## src/rtl/serial_pkg.sv

```systemverilog
// Shared definitions for the byte-oriented serial link (transmit and receive sides).
package serial_pkg;

    localparam int unsigned BYTE_W = 8;

    typedef enum logic [1:0] {
        IDLE = 2'd0,
        SEND = 2'd1,
        GAP  = 2'd2
    } state_e;

endpackage

```

## src/rtl/byte_fifo.sv

```systemverilog
// Circular byte queue with registered occupancy/full flags and a combinational head read.
module byte_fifo
    import serial_pkg::*;
#(
    parameter int unsigned DEPTH      = 8,
    parameter int unsigned DATA_WIDTH = BYTE_W
) (
    input  logic                         clk_i,
    input  logic                         rst_i,
    input  logic                         push_i,
    input  logic                         pop_i,
    input  logic [DATA_WIDTH-1:0]        din_i,
    output logic [DATA_WIDTH-1:0]        dout_o,
    output logic [$clog2(DEPTH+1)-1:0]   count_o,
    output logic                         full_o,
    output logic                         empty_o
);

    localparam int unsigned PTR_W = $clog2(DEPTH);
    localparam int unsigned CNT_W = $clog2(DEPTH + 1);

    logic [DATA_WIDTH-1:0] mem_q [DEPTH];
    logic [PTR_W-1:0]      head_q, head_d;
    logic [PTR_W-1:0]      tail_q, tail_d;
    logic [CNT_W-1:0]      count_q, count_d;
    logic                  full_q, full_d;
    logic                  do_push;
    logic                  do_pop;

    function automatic logic [PTR_W-1:0] next_ptr(input logic [PTR_W-1:0] p);
        return (p == PTR_W'(DEPTH - 1)) ? '0 : p + PTR_W'(1);
    endfunction

    // A push is refused while full even if a pop frees a slot on the same edge.
    always_comb begin
        do_push = push_i && !full_q;
        do_pop  = pop_i && (count_q != '0);
        head_d  = do_pop  ? next_ptr(head_q) : head_q;
        tail_d  = do_push ? next_ptr(tail_q) : tail_q;
        count_d = count_q;
        case ({do_push, do_pop})
            2'b10:   count_d = count_q + CNT_W'(1);
            2'b01:   count_d = count_q - CNT_W'(1);
            default: count_d = count_q;
        endcase
        full_d = (count_d == CNT_W'(DEPTH));
    end

    always_ff @(posedge clk_i) begin
        if (rst_i) begin
            head_q  <= '0;
            tail_q  <= '0;
            count_q <= '0;
            full_q  <= 1'b0;
        end else begin
            head_q  <= head_d;
            tail_q  <= tail_d;
            count_q <= count_d;
            full_q  <= full_d;
        end
    end

    always_ff @(posedge clk_i) begin
        if (do_push && !rst_i) begin
            mem_q[tail_q] <= din_i;
        end
    end

    assign dout_o  = mem_q[head_q];
    assign count_o = count_q;
    assign full_o  = full_q;
    assign empty_o = (count_q == '0);

endmodule

```

## src/rtl/byte_serializer.sv

```systemverilog
// Queues parallel bytes and emits each MSB first as a DATA_WIDTH-cycle write_out frame,
// separating back-to-back frames by GAP_CYCLES idle cycles.
module byte_serializer
    import serial_pkg::*;
#(
    parameter int unsigned DEPTH      = 8,
    parameter int unsigned DATA_WIDTH = BYTE_W,
    parameter int unsigned GAP_CYCLES = 1
) (
    input  logic                  clock_1MHz,
    input  logic                  reset,
    input  logic [DATA_WIDTH-1:0] data_in,
    input  logic                  enqueue_in,
    input  logic                  ready_in,
    output logic                  data_out,
    output logic                  write_out,
    output logic [7:0]            len_out,
    output logic                  status_out
);

    localparam int unsigned BIT_W = $clog2(DATA_WIDTH);
    localparam int unsigned GAP_W = $clog2(GAP_CYCLES + 1);
    localparam int unsigned CNT_W = $clog2(DEPTH + 1);

    state_e                 state_q, state_d;
    logic [DATA_WIDTH-1:0]  shift_q, shift_d;
    logic [BIT_W-1:0]       bit_cnt_q, bit_cnt_d;
    logic [GAP_W-1:0]       gap_cnt_q, gap_cnt_d;
    logic                   write_q, write_d;
    logic                   data_q, data_d;

    logic                   fifo_pop;
    logic                   fifo_full;
    logic                   fifo_empty;
    logic [DATA_WIDTH-1:0]  fifo_dout;
    logic [CNT_W-1:0]       fifo_count;
    logic                   can_start;
    logic                   load;

    byte_fifo #(
        .DEPTH      (DEPTH),
        .DATA_WIDTH (DATA_WIDTH)
    ) u_fifo (
        .clk_i   (clock_1MHz),
        .rst_i   (reset),
        .push_i  (enqueue_in),
        .pop_i   (fifo_pop),
        .din_i   (data_in),
        .dout_o  (fifo_dout),
        .count_o (fifo_count),
        .full_o  (fifo_full),
        .empty_o (fifo_empty)
    );

    always_comb begin
        state_d   = state_q;
        shift_d   = shift_q;
        bit_cnt_d = bit_cnt_q;
        gap_cnt_d = gap_cnt_q;
        load      = 1'b0;
        can_start = !fifo_empty && ready_in;

        case (state_q)
            IDLE: begin
                if (can_start) begin
                    load = 1'b1;
                end
            end
            SEND: begin
                shift_d   = shift_q << 1;
                bit_cnt_d = bit_cnt_q + BIT_W'(1);
                if (bit_cnt_q == BIT_W'(DATA_WIDTH - 1)) begin
                    state_d   = GAP;
                    gap_cnt_d = '0;
                end
            end
            GAP: begin
                if (gap_cnt_q == GAP_W'(GAP_CYCLES - 1)) begin
                    if (can_start) begin
                        load = 1'b1;
                    end else begin
                        state_d = IDLE;
                    end
                end else begin
                    gap_cnt_d = gap_cnt_q + GAP_W'(1);
                end
            end
            default: state_d = IDLE;
        endcase

        if (load) begin
            state_d   = SEND;
            shift_d   = fifo_dout;
            bit_cnt_d = '0;
        end
        fifo_pop = load;

        // Outputs are derived from next state so they are registered yet aligned with it.
        write_d = (state_d == SEND);
        data_d  = write_d && shift_d[DATA_WIDTH-1];
    end

    always_ff @(posedge clock_1MHz) begin
        if (reset) begin
            state_q   <= IDLE;
            shift_q   <= '0;
            bit_cnt_q <= '0;
            gap_cnt_q <= '0;
            write_q   <= 1'b0;
            data_q    <= 1'b0;
        end else begin
            state_q   <= state_d;
            shift_q   <= shift_d;
            bit_cnt_q <= bit_cnt_d;
            gap_cnt_q <= gap_cnt_d;
            write_q   <= write_d;
            data_q    <= data_d;
        end
    end

    assign write_out  = write_q;
    assign data_out   = data_q;
    assign len_out    = 8'(fifo_count);
    assign status_out = fifo_full;

endmodule

```

## config.mk

```make
export PLATFORM = sky130hd
export DESIGN_NAME = byte_serializer
export DESIGN_NICKNAME = d
export VERILOG_FILES = /design/src/rtl/serial_pkg.sv /design/src/rtl/byte_fifo.sv /design/src/rtl/byte_serializer.sv
export SDC_FILE = /design/constraint.sdc
export NUM_CORES = 1
export LEC_CHECK = 0
export CELL_PAD_IN_SITES_DETAIL_PLACEMENT = 0
export CELL_PAD_IN_SITES_GLOBAL_PLACEMENT = 1
export CORE_ASPECT_RATIO = 1.1
export CORE_MARGIN = 2
export CORE_UTILIZATION = 35
export DETAILED_ROUTE_END_ITERATION = 8
export HOLD_SLACK_MARGIN = 0.02
export PLACE_DENSITY = 0.55
export SLEW_MARGIN = 40
export SYNTH_ARGS = -nofsm -noshare
export SYNTH_HDL_FRONTEND = slang
export SYNTH_SLANG_ARGS = --single-unit
```

## constraint.sdc

```tcl
create_clock -name clock_1MHz -period 2.76 [get_ports clock_1MHz]
set_input_delay 0.552 -clock clock_1MHz [delete_from_list [all_inputs] [get_ports clock_1MHz]]
set_output_delay 0.552 -clock clock_1MHz [all_outputs]
set_load 0.01 [all_outputs]
```

# Word-level counts from Yosys, hierarchy flattened
# Memories as Yosys holds them, arrays and structs flattened. A register that Yosys moved wholly into a read port is not among the register bits.
# Cells that the tools add are included.
# classes
addsub	6
n_eq_ne	10
n_mux	20
reduce_logical	15
# ops
op	n
2-to-1 mux 8 bit	2
2-to-1 mux 3 bit	4
adder 3 x 1 -> 3 bit, second input constant	3
== test 3 bit, second input constant	3
2-to-1 mux 2 bit	4
one-hot mux 4 bit (2 select lines)	1
== test 2 x 1 -> 1 bit, second input constant	3
2-to-1 mux 1 bit	6
one-hot mux 2 bit (3 select lines)	1
logical AND 1 bit	5
adder 4 x 1 -> 4 bit, second input constant	1
== test 2 bit, second input constant	2
== test 4 bit, second input constant	1
zero test 4 bit	1
one-hot mux 1 bit (2 select lines)	2
nonzero test 2 bit	2
nonzero test 4 bit	1
subtractor 4 x 1 -> 4 bit, second input constant	1
zero test 1 bit	3
zero test 2 bit	1
inequality test 2 bit, second input constant	1
AND reduction 2 bit	1
OR reduction 2 bit	1
adder 1 bit, second input constant	1
# word_totals
register_bits	27
ram_bits	64
output_inout_bits	11
word_cells	63
mem_count	1
# memory_table
memory	words	width	rd	rd_clocked_by_memory_dff	wr	line_no	rtl
u_fifo.mem_q	8	8	1	1	1	byte_fifo.sv:22	logic [DATA_WIDTH-1:0] mem_q [DEPTH];

# Depth between registers and ports, before layout
# Gate-level depths: netlist (run 1).
# logic_depth
word_depth	10
ltp_mapped	12
depth_no_buf	10

# Cells and area by module
# Synthesis (run 1) repeated with hierarchy kept, for this count alone.
# hier_totals
cells_unflattened	242
hier_area_um2	3779.9
# by_module_without_submodules
mod	instances	cells_each	area_per_inst_um2
byte_fifo	1	178	3136.8
byte_serializer	1	64	643.1

# Worst setup path before layout (run 1)
# No wires, ideal clock.
# synth_path
path_type	reg-to-reg
startpoint	register u_fifo.count_q[1], in the netlist u_fifo.count_o[1]
endpoint	register u_fifo.full_q, in the netlist u_fifo.full_o
setup_ps	86
arrival_ps	2424
required_ps	2674
setup_slack_ps	250
stages_incl_launch_ff	11
path_cell_list	dfxtp_1 buf_2 nor4_1 or3b_1 inv_1 buf_4 ha_1 o21ai_0 a21o_1 a2111o_1 a211oi_1
# synth_via
elab_chain_cells	10
word_cells_on_any_way	14
cone_classes	2 x add/sub; 3 x eq/ne; 4 x mux; 5 x reduce/logical
# synth_lines
item	line_no	rtl
start, declared	byte_fifo.sv:25	logic [CNT_W-1:0] count_q, count_d;
start signal, assigned	byte_fifo.sv:58	count_q <= count_d;
zero test 4 bit	byte_fifo.sv:72	assign empty_o = (count_q == '0);
zero test 1 bit	byte_serializer.sv:61	can_start = !fifo_empty && ready_in;
logical AND 1 bit	byte_serializer.sv:61	
2-to-1 mux 1 bit	byte_serializer.sv:65, byte_serializer.sv:79	
2-to-1 mux 1 bit	byte_serializer.sv:78	if (gap_cnt_q == GAP_W'(GAP_CYCLES - 1)) begin
one-hot mux 1 bit (2 select lines)	byte_serializer.sv:63	case (state_q)
logical AND 1 bit	byte_fifo.sv:37	do_pop = pop_i && (count_q != '0);
== test 2 x 1 -> 1 bit or == test 2 bit (tied branches)	byte_fifo.sv:41	case ({do_push, do_pop})
one-hot mux 4 bit (2 select lines) (*)	byte_fifo.sv:41	
== test 4 bit (*)	byte_fifo.sv:46	full_d = (count_d == CNT_W'(DEPTH));
end signal, assigned	byte_fifo.sv:59	full_q <= full_d;
end, declared	byte_fifo.sv:26	logic full_q, full_d;
# Mark *: on every way between the ends. The rest lies on a longest branch, timed or not.
# A chain may end at the register's enable or synchronous reset.

# Final worst setup path (run 1)
# layout_path
startpoint	input port ready_in
endpoint	register u_fifo.full_q, in the netlist u_fifo.full_o
# layout_via
elab_chain_cells	8
word_cells_on_any_way	9
cone_classes	3 x eq/ne; 4 x mux; 2 x reduce/logical
# layout_lines
item	line_no	rtl
start, declared	byte_serializer.sv:14	input logic ready_in,
logical AND 1 bit (*)	byte_serializer.sv:61	
2-to-1 mux 1 bit (*)	byte_serializer.sv:65, byte_serializer.sv:79	
2-to-1 mux 1 bit	byte_serializer.sv:78	
one-hot mux 1 bit (2 select lines) (*)	byte_serializer.sv:63	
logical AND 1 bit (*)	byte_fifo.sv:37	
== test 2 x 1 -> 1 bit or == test 2 bit (tied branches)	byte_fifo.sv:41	
one-hot mux 4 bit (2 select lines) (*)	byte_fifo.sv:41	
== test 4 bit (*)	byte_fifo.sv:46	
# Marked as above.

==> results.ini, run 1 <==
[worst_setup_path]
cp_slowest_cell=clkdlybuf4s50_1
arrival_ns=2.71
worstPathRequired_ns=3.01
crit_chain=clkdlybuf4s50_1 -> or3b_1 -> inv_1 -> ha_1 -> xor2_1 -> ha_1 -> a21oi_1 -> mux2i_1 -> xnor2_1 -> a211oi_1
reg2reg_to=u_fifo.full_o
worst_r2r_path_depth=10
rr_startpoint=u_fifo.count_o[2]
cp-start-kind=input port
cp-end-kind=register
crit_path_max_incr_delay_ns=0.45
crit_top_cell=ha_1
r2r_slack_ns=0.42
critPathMaxFanout=5
critPathKind=input port to register

[power_and_ir_drop]
power_frac_comb=0.204
power_density_nw_per_um2=803
p_sw_mw=0.996
clkPwrFrac=0.326
leakage_nw=1.54
p_int_mw=2.57
pwr-share-seq=0.470
ir_drop_mv=0.287
finalPower_mw=3.56
switching_share=0.280

[grt]
grt_pass1_wl_microns=10800
grt_antenna_before_repair=0
overflow=0
grt_start_max_net_pins=25
grt_pass1_vias=1988
grt_usage=0.128

[logic_synthesis]
synth_top_area_share=0.509
syn_area_sq_um=3770
avgSynthCellArea_sq_um=15.2
yosys_warnings=0
synth.area.top_cells=edfxtp_1 (51%), dfxtp_1 (15%), mux4_1 (7.0%)
synth_seq_area_share=0.658
postSynthCellCount=248
ys_ff_latch=92
synth_cell_type_count=40
yosysTopAreaCell=edfxtp_1

[cts]
cts_resized=0
htreeDepth=3
cts_hold_buf=0
root_buffer=clkbuf_16
clkSlewWorstSetupHoldPaths_ns=0.07
cts_setup_buffers=0
worstSkewPairLatency_ns=0.34
cts.sinks=92
clk_path_buf_depth=2
cts_tree=yes
numCtsBuffers=9

[cells_and_area]
num-nets-final=300
post-route-util=0.425
n_fill_cell=996
areaGrowthSynthToFinish_pct=17.5
antenna_cells=0
stdcell_area_sq_um=4440
drive_gt1_frac=0.173
stdcell_count=427

[run]
max_cap_violations=0

[route]
drc=0
drt_wl_total_microns=6910
wl_per_cell_microns=16.2
ant_nets=0
dr.first_iter.drc_count=94
firstDrtPassIters=4
routed_via_density=4.75
vias=2030

[timing]
worstMarginPinSlew_ns=0.743
timing.fmax_mhz=407
setup_slack_ns=0.305
holdWs_ns=0.472
slew_headroom=0.504
fin_crit_sh=0.890
rsz0062_at_grt=false
setup_viol=0
finalMaxSlewViolations=0
hold_violations=0
skew_ns=0.00555
fin_tns_setup_ns=0
period_minus_slack_ns=2.46

[placed_design]
place_area_sq_um=4160
dpl.hpwl_microns=4270
gp_congestion=0.707
placed_cells=411
io_buffer_count=18
dpl_worst_slack_ns=-0.0214

[floorplanning]
rows=39
core_area_sq_um=10400
die_h_microns=113
fp.dieW_microns=103
start_util=0.361
dieArea_sq_um=11600
io_pins=23

[run_status]
status=complete, no violations

[hold_path]
hold_class=register to register
hold_end=data_out
min-delay-start=shift_q[6]
hold_path_depth=2

-- power groups by stage --
stage	clock network, mW	logic [mW]	registers, mW
4_1_cts	1.19	0.741	1.68
6_report	1.16	0.727	1.68
5_1_grt	1.25	0.811	1.69
3_3_place_gp	0	0.734	1.71
3_5_place_dp	0	0.737	1.71
2_1_floorplan	0	0.501	1.69
-- area by class of cell --
class / instances / area [sq um] / area share
flip-flops and latches: 92 / 2480 / 0.560
multi-input cells: 138 / 1170 / 0.265
inverters: 2 / 7.51 / 0.00169
repair buffers: 36 / 315 / 0.0711
clock inverters: 6 / 48.8 / 0.0110
well taps: 143 / 179 / 0.0403
clock buffers: 10 / 229 / 0.0516
-- state kept, by name (all words and copies together), names as in the netlist, named ones only --
register        cells
u_fifo.tail_q       3
u_fifo.mem_q       64
write_out           1
shift_q             7
u_fifo.count_o      4
bit_cnt_q           3
data_out            1
u_fifo.full_o       1
u_fifo.head_q       3
state_q             2
-- worst max path at each step --
stage | start | to | slack, ns
CTS | ready_in | u_fifo.full_o | 0.30
floorplan | u_fifo.count_o[1] | u_fifo.full_o | 0.25
finish | ready_in | u_fifo.full_o | 0.30
detailed placement | ready_in | u_fifo.full_o | -0.02
global route | ready_in | u_fifo.full_o | 0.17
global placement | ready_in | u_fifo.full_o | 0.005
-- kinds of logic after synthesis --
| group | Yosys count | synth area share |
|---|---|---|
| fa+ha+maj | 9 | 0.0298 |
| xor+xnor | 4 | 0.00928 |
| buf+inv | 21 | 0.0351 |
| other cells | 1 | 0.000993 |
| simple gates | 70 | 0.0872 |
| flops | 92 | 0.658 |
| compound gates | 21 | 0.0348 |
| mux | 30 | 0.145 |
-- Yosys cell counts (all sizes together) --
cell type,number
mux2i,6
xor2,2
nor4,1
o2111ai,1
ha,9
o21ai,1
a211o,1
nor2b,2
nand2,22
and3b,1
a2111o,1
a21o,1
nand3b,1
a211oi,1
mux2,8
nand2b,4
nor3b,1
nor3,7
inv,2
or3b,1
a21oi,9
buf,8
nand3,8
clkbuf,11
mux4,16
or3,2
and3,1
and2,1
nor2,18
conb,1
dfxtp,28
a31oi,6
xnor2,2
edfxtp,64
-- cells in the final DEF (no fill, tap or decap), types with 7 or more instances in the layout --
master,n
nor3_1,7
dfxtp_1,28
a21oi_1,9
nand2_1,21
clkdlybuf4s50_1,18
mux4_1,10
nor2_1,18
nand3_1,8
ha_1,9
clkbuf_16,9
mux2_2,8
buf_4,18
edfxtp_1,64
-- critical path: cells and delay by family --
kind | cells | cell delay, ns
muxes | 1 | 0.23
xor gates and xnor gates | 2 | 0.20
and+or+nand+nor | 1 | 0.38
buffers and inverters | 2 | 0.56
AOI/OAI and AO/OA | 2 | 0.37
adders and majority gates | 2 | 0.43
-- metal layers --
| metal | global-route usage | wire length (microns) |
|---|---|---|
| met5 | 0 | 0 |
| met1 | 0.172 | 3300 |
| met4 | 0.0526 | 102 |
| met2 | 0.197 | 3260 |
| met3 | 0.0334 | 249 |
Note: power is estimated with default switching activity, not from simulation.
==> inputs of run 2 (changes only) <==
--- a/config.mk
+++ b/config.mk
@@ -7,7 +7,7 @@
 export LEC_CHECK = 0
 export CELL_PAD_IN_SITES_DETAIL_PLACEMENT = 0
 export CELL_PAD_IN_SITES_GLOBAL_PLACEMENT = 1
-export CORE_ASPECT_RATIO = 1.1
+export CORE_ASPECT_RATIO = 1.2
 export CORE_MARGIN = 2
 export CORE_UTILIZATION = 35
 export DETAILED_ROUTE_END_ITERATION = 8
@@ -16,4 +16,5 @@
 export SLEW_MARGIN = 40
 export SYNTH_ARGS = -nofsm -noshare
 export SYNTH_HDL_FRONTEND = slang
+export SYNTH_HIERARCHICAL = 1
 export SYNTH_SLANG_ARGS = --single-unit
==> results.ini, run 2 <==
[grt]
grt_pass1_vias=2077  ; +4.5%
grt_use_met3=0.0220  ; -0.0114
grt_use_met2=0.198  ; +0.00151
grt_start_max_net_pins=25  ; unchanged
grt_pass1_wl_microns=11400  ; +5.6%
top_usage_layer=met2
met1_usage=0.181  ; +0.00872
grt_antenna_before_repair=0  ; unchanged
overflow=0  ; unchanged
grt_usage=0.131  ; +0.00294

[cells_and_area]
largest-register=u_fifo/mem_q
stdcell_count=414  ; -3.0%
largest_reg_flops=64  ; unchanged
n_fill_cell=941  ; -5.5%
post-route-util=0.426  ; +0.00166
layout_common_cells=edfxtp_1 (64), dfxtp_1 (28), buf_4 (24), nor2_1 (18), clkdlybuf4s50_1 (18)
drive_gt1_frac=0.256  ; +0.0836
stdcell_area_sq_um=4480  ; +1.1%
antenna_cells=0  ; unchanged
areaGrowthSynthToFinish_pct=18.6
num-nets-final=301  ; +0.33%
layout_commonest_cell=edfxtp_1

[timing]
period_minus_slack_ns=2.54  ; +0.0831 ns
holdWs_ns=0.469  ; -0.00347 ns
setup_viol=0  ; unchanged
rsz0062_at_grt=false
hold_violations=0  ; unchanged
finalMaxSlewViolations=0  ; unchanged
fin_tns_setup_ns=0  ; unchanged
skew_ns=0.00569  ; +0.000145 ns
fin_crit_sh=0.920  ; +0.0301
timing.fmax_mhz=394  ; -3.3%
setup_slack_ns=0.222  ; -0.0831 ns

[worst_setup_path]
arrival_ns=2.80  ; +0.09 ns
cp-end-kind=register
critPathMaxFanout=6  ; +1
cp-start-kind=input port
critPathKind=input port to register
worstPathRequired_ns=3.02  ; about the same

[power_and_ir_drop]
finalPower_mw=3.52  ; -1.0%
power_density_nw_per_um2=786  ; -2.1%
p_sw_mw=0.902  ; -9.4%
pwr-share-seq=0.454  ; -0.016
ir_drop_mv=0.283  ; -1.3%
switching_share=0.256  ; -0.0237
leakage_nw=1.55  ; +0.30%
power_frac_comb=0.205  ; about the same
clkPwrFrac=0.341  ; +0.015
p_int_mw=2.62  ; +2.2%

[run_status]
status=complete, no violations

[route]
routed_via_density=4.96  ; +4.3%
drt_wl_total_microns=7010  ; +1.5%
ant_nets=0  ; unchanged
drc=0  ; unchanged
vias=2052  ; +1.1%
firstDrtPassIters=4  ; unchanged
wl_per_cell_microns=16.9  ; +4.7%
dr.first_iter.drc_count=79  ; -16%

[placed_design]
gp_congestion=0.715  ; +1.0%
io_buffer_count=18  ; unchanged
dpl_worst_slack_ns=-0.175  ; -0.154 ns
placed_cells=398  ; -3.2%
dpl.hpwl_microns=4480  ; +4.8%
place_area_sq_um=4190  ; +0.81%

[logic_synthesis]
synth_seq_area_share=0.657  ; -0.000871
yosysMostFrequentCell=edfxtp_1
syn_area_sq_um=3780  ; +0.13%
avgSynthCellArea_sq_um=15.6  ; +2.6%
ys_top_cells_by_count=edfxtp_1 (64), dfxtp_1 (28), nor2_1 (18), mux4_2 (16), a21oi_1 (12)
synthAdderAreaFrac=0.0298  ; -0.0000395
synth_compound_area_frac=0.0599  ; +0.0251
yosys.area_share.simple=0.0702  ; -0.0170
synth.area.mux_share=0.135  ; -0.0101
postSynthCellCount=242  ; -2.4%
synth_top_family_by_area=multiplexers
synth_cell_type_count=43  ; +7.5%
ys.flop_type=edfxtp_1
synth_top_area_share=0.508  ; -0.000674
async_flop_share=0  ; unchanged
synthXorXnorAreaFrac=0.00927  ; -0.0000123
synth_edf_count=64  ; unchanged
yosys_warnings=6  ; +6
synth.area.top_cells=edfxtp_1 (51%), dfxtp_1 (15%), mux4_2 (9.5%)
ys_ff_latch=92  ; unchanged
yosysTopAreaCell=edfxtp_1

[floorplanning]
dieArea_sq_um=11700  ; +0.15%
fp.dieW_microns=98.9  ; -4.0%
rows=41  ; +5.1%
core_area_sq_um=10500  ; +0.71%
start_util=0.359  ; -0.00206
io_pins=23  ; unchanged
die_h_microns=118  ; +4.4%

[cts]
cts_resized=0  ; unchanged
cts_hold_buf=0  ; unchanged
clkSlewWorstSetupHoldPaths_ns=0.06  ; about the same
htreeDepth=3  ; unchanged
numCtsBuffers=9  ; unchanged
clk_path_buf_depth=2  ; unchanged
worstSkewPairLatency_ns=0.33  ; about the same
cts.sinks=92  ; unchanged
cts_tree=yes
cts_setup_buffers=0  ; unchanged
root_buffer=clkbuf_16

[hold_path]
hold_class=register to register

[run]
max_cap_violations=0  ; unchanged

## run 2: cell types whose count changed after synthesis, sizes merged, moves of 2 or more
| cell | delta |
|---|---|
| nand2 | -14 |
| a21oi | +6 |
| a22oi | +6 |
| a31oi | -6 |
| clkbuf | -5 |
| buf | +4 |
| nor3 | +2 |
## run 2: worst max-delay path, cell delays in order
cell	delay, ns
clkdlybuf4s50_1	0.45
or3b_1	0.40
clkinv_4	0.07
o41ai_2	0.06
inv_1	0.08
ha_2	0.23
o21ai_0	0.13
a21o_1	0.18
a2111o_1	0.43
a211oi_2	0.21
## run 2: cell type report
type	instances	area, sq um	area share
timing repair buffer	42	360	0.0804
multi-input combinational	131	1170	0.260
sequential	92	2480	0.554
clock inverter	6	63.8	0.0142
tap	129	161	0.0360
clock buffer	10	229	0.0511
inverter	4	20.0	0.00446
## run 2: power by group through the flow
stage	Combinational, mW	Clock [mW]	Sequential [mW]
3_3_place_gp	0.739	0	1.63
4_1_cts	0.739	1.23	1.60
5_1_grt	0.802	1.29	1.61
2_1_floorplan	0.500	0	1.65
3_5_place_dp	0.735	0	1.63
6_report	0.722	1.20	1.60
## run 2: final timing paths
path	cells after the start	from	slack, ns	end
min	2	shift_q[0]	0.47	shift_q[0]
max	10	ready_in	0.22	u_fifo/full_o
min reg2reg	2	shift_q[0]	0.47	shift_q[0]
max reg2reg	11	u_fifo/count_o[3]	0.33	u_fifo/full_o
## run 2: logic make-up after synthesis
logic type                 Yosys count
DFF                                 92
muxes                               30
AOI/OAI and AO/OA                   29
other                                1
buffers and inverters               22
and+or+nand+nor                     55
adders and majority gates            9
xor gates and xnor gates             4
## run 2: layer usage
metal / vias to the layer above / share of wire
met5: - / 0
met4: 0 / 0.020
met3: 10 / 0.028
met2: 24 / 0.49
met1: 1023 / 0.46
li1: 995 / -
==> inputs of run 3 (changes only) <==
--- a/config.mk
+++ b/config.mk
@@ -13,7 +13,7 @@
 export DETAILED_ROUTE_END_ITERATION = 8
 export HOLD_SLACK_MARGIN = 0.02
 export PLACE_DENSITY = 0.55
-export SLEW_MARGIN = 40
+export SLEW_MARGIN = 10
 export SYNTH_ARGS = -nofsm -noshare
 export SYNTH_HDL_FRONTEND = slang
 export SYNTH_HIERARCHICAL = 1
==> results of run 3 <==
Same layout as run 2: the final DEF is identical, and so are final timing and power.
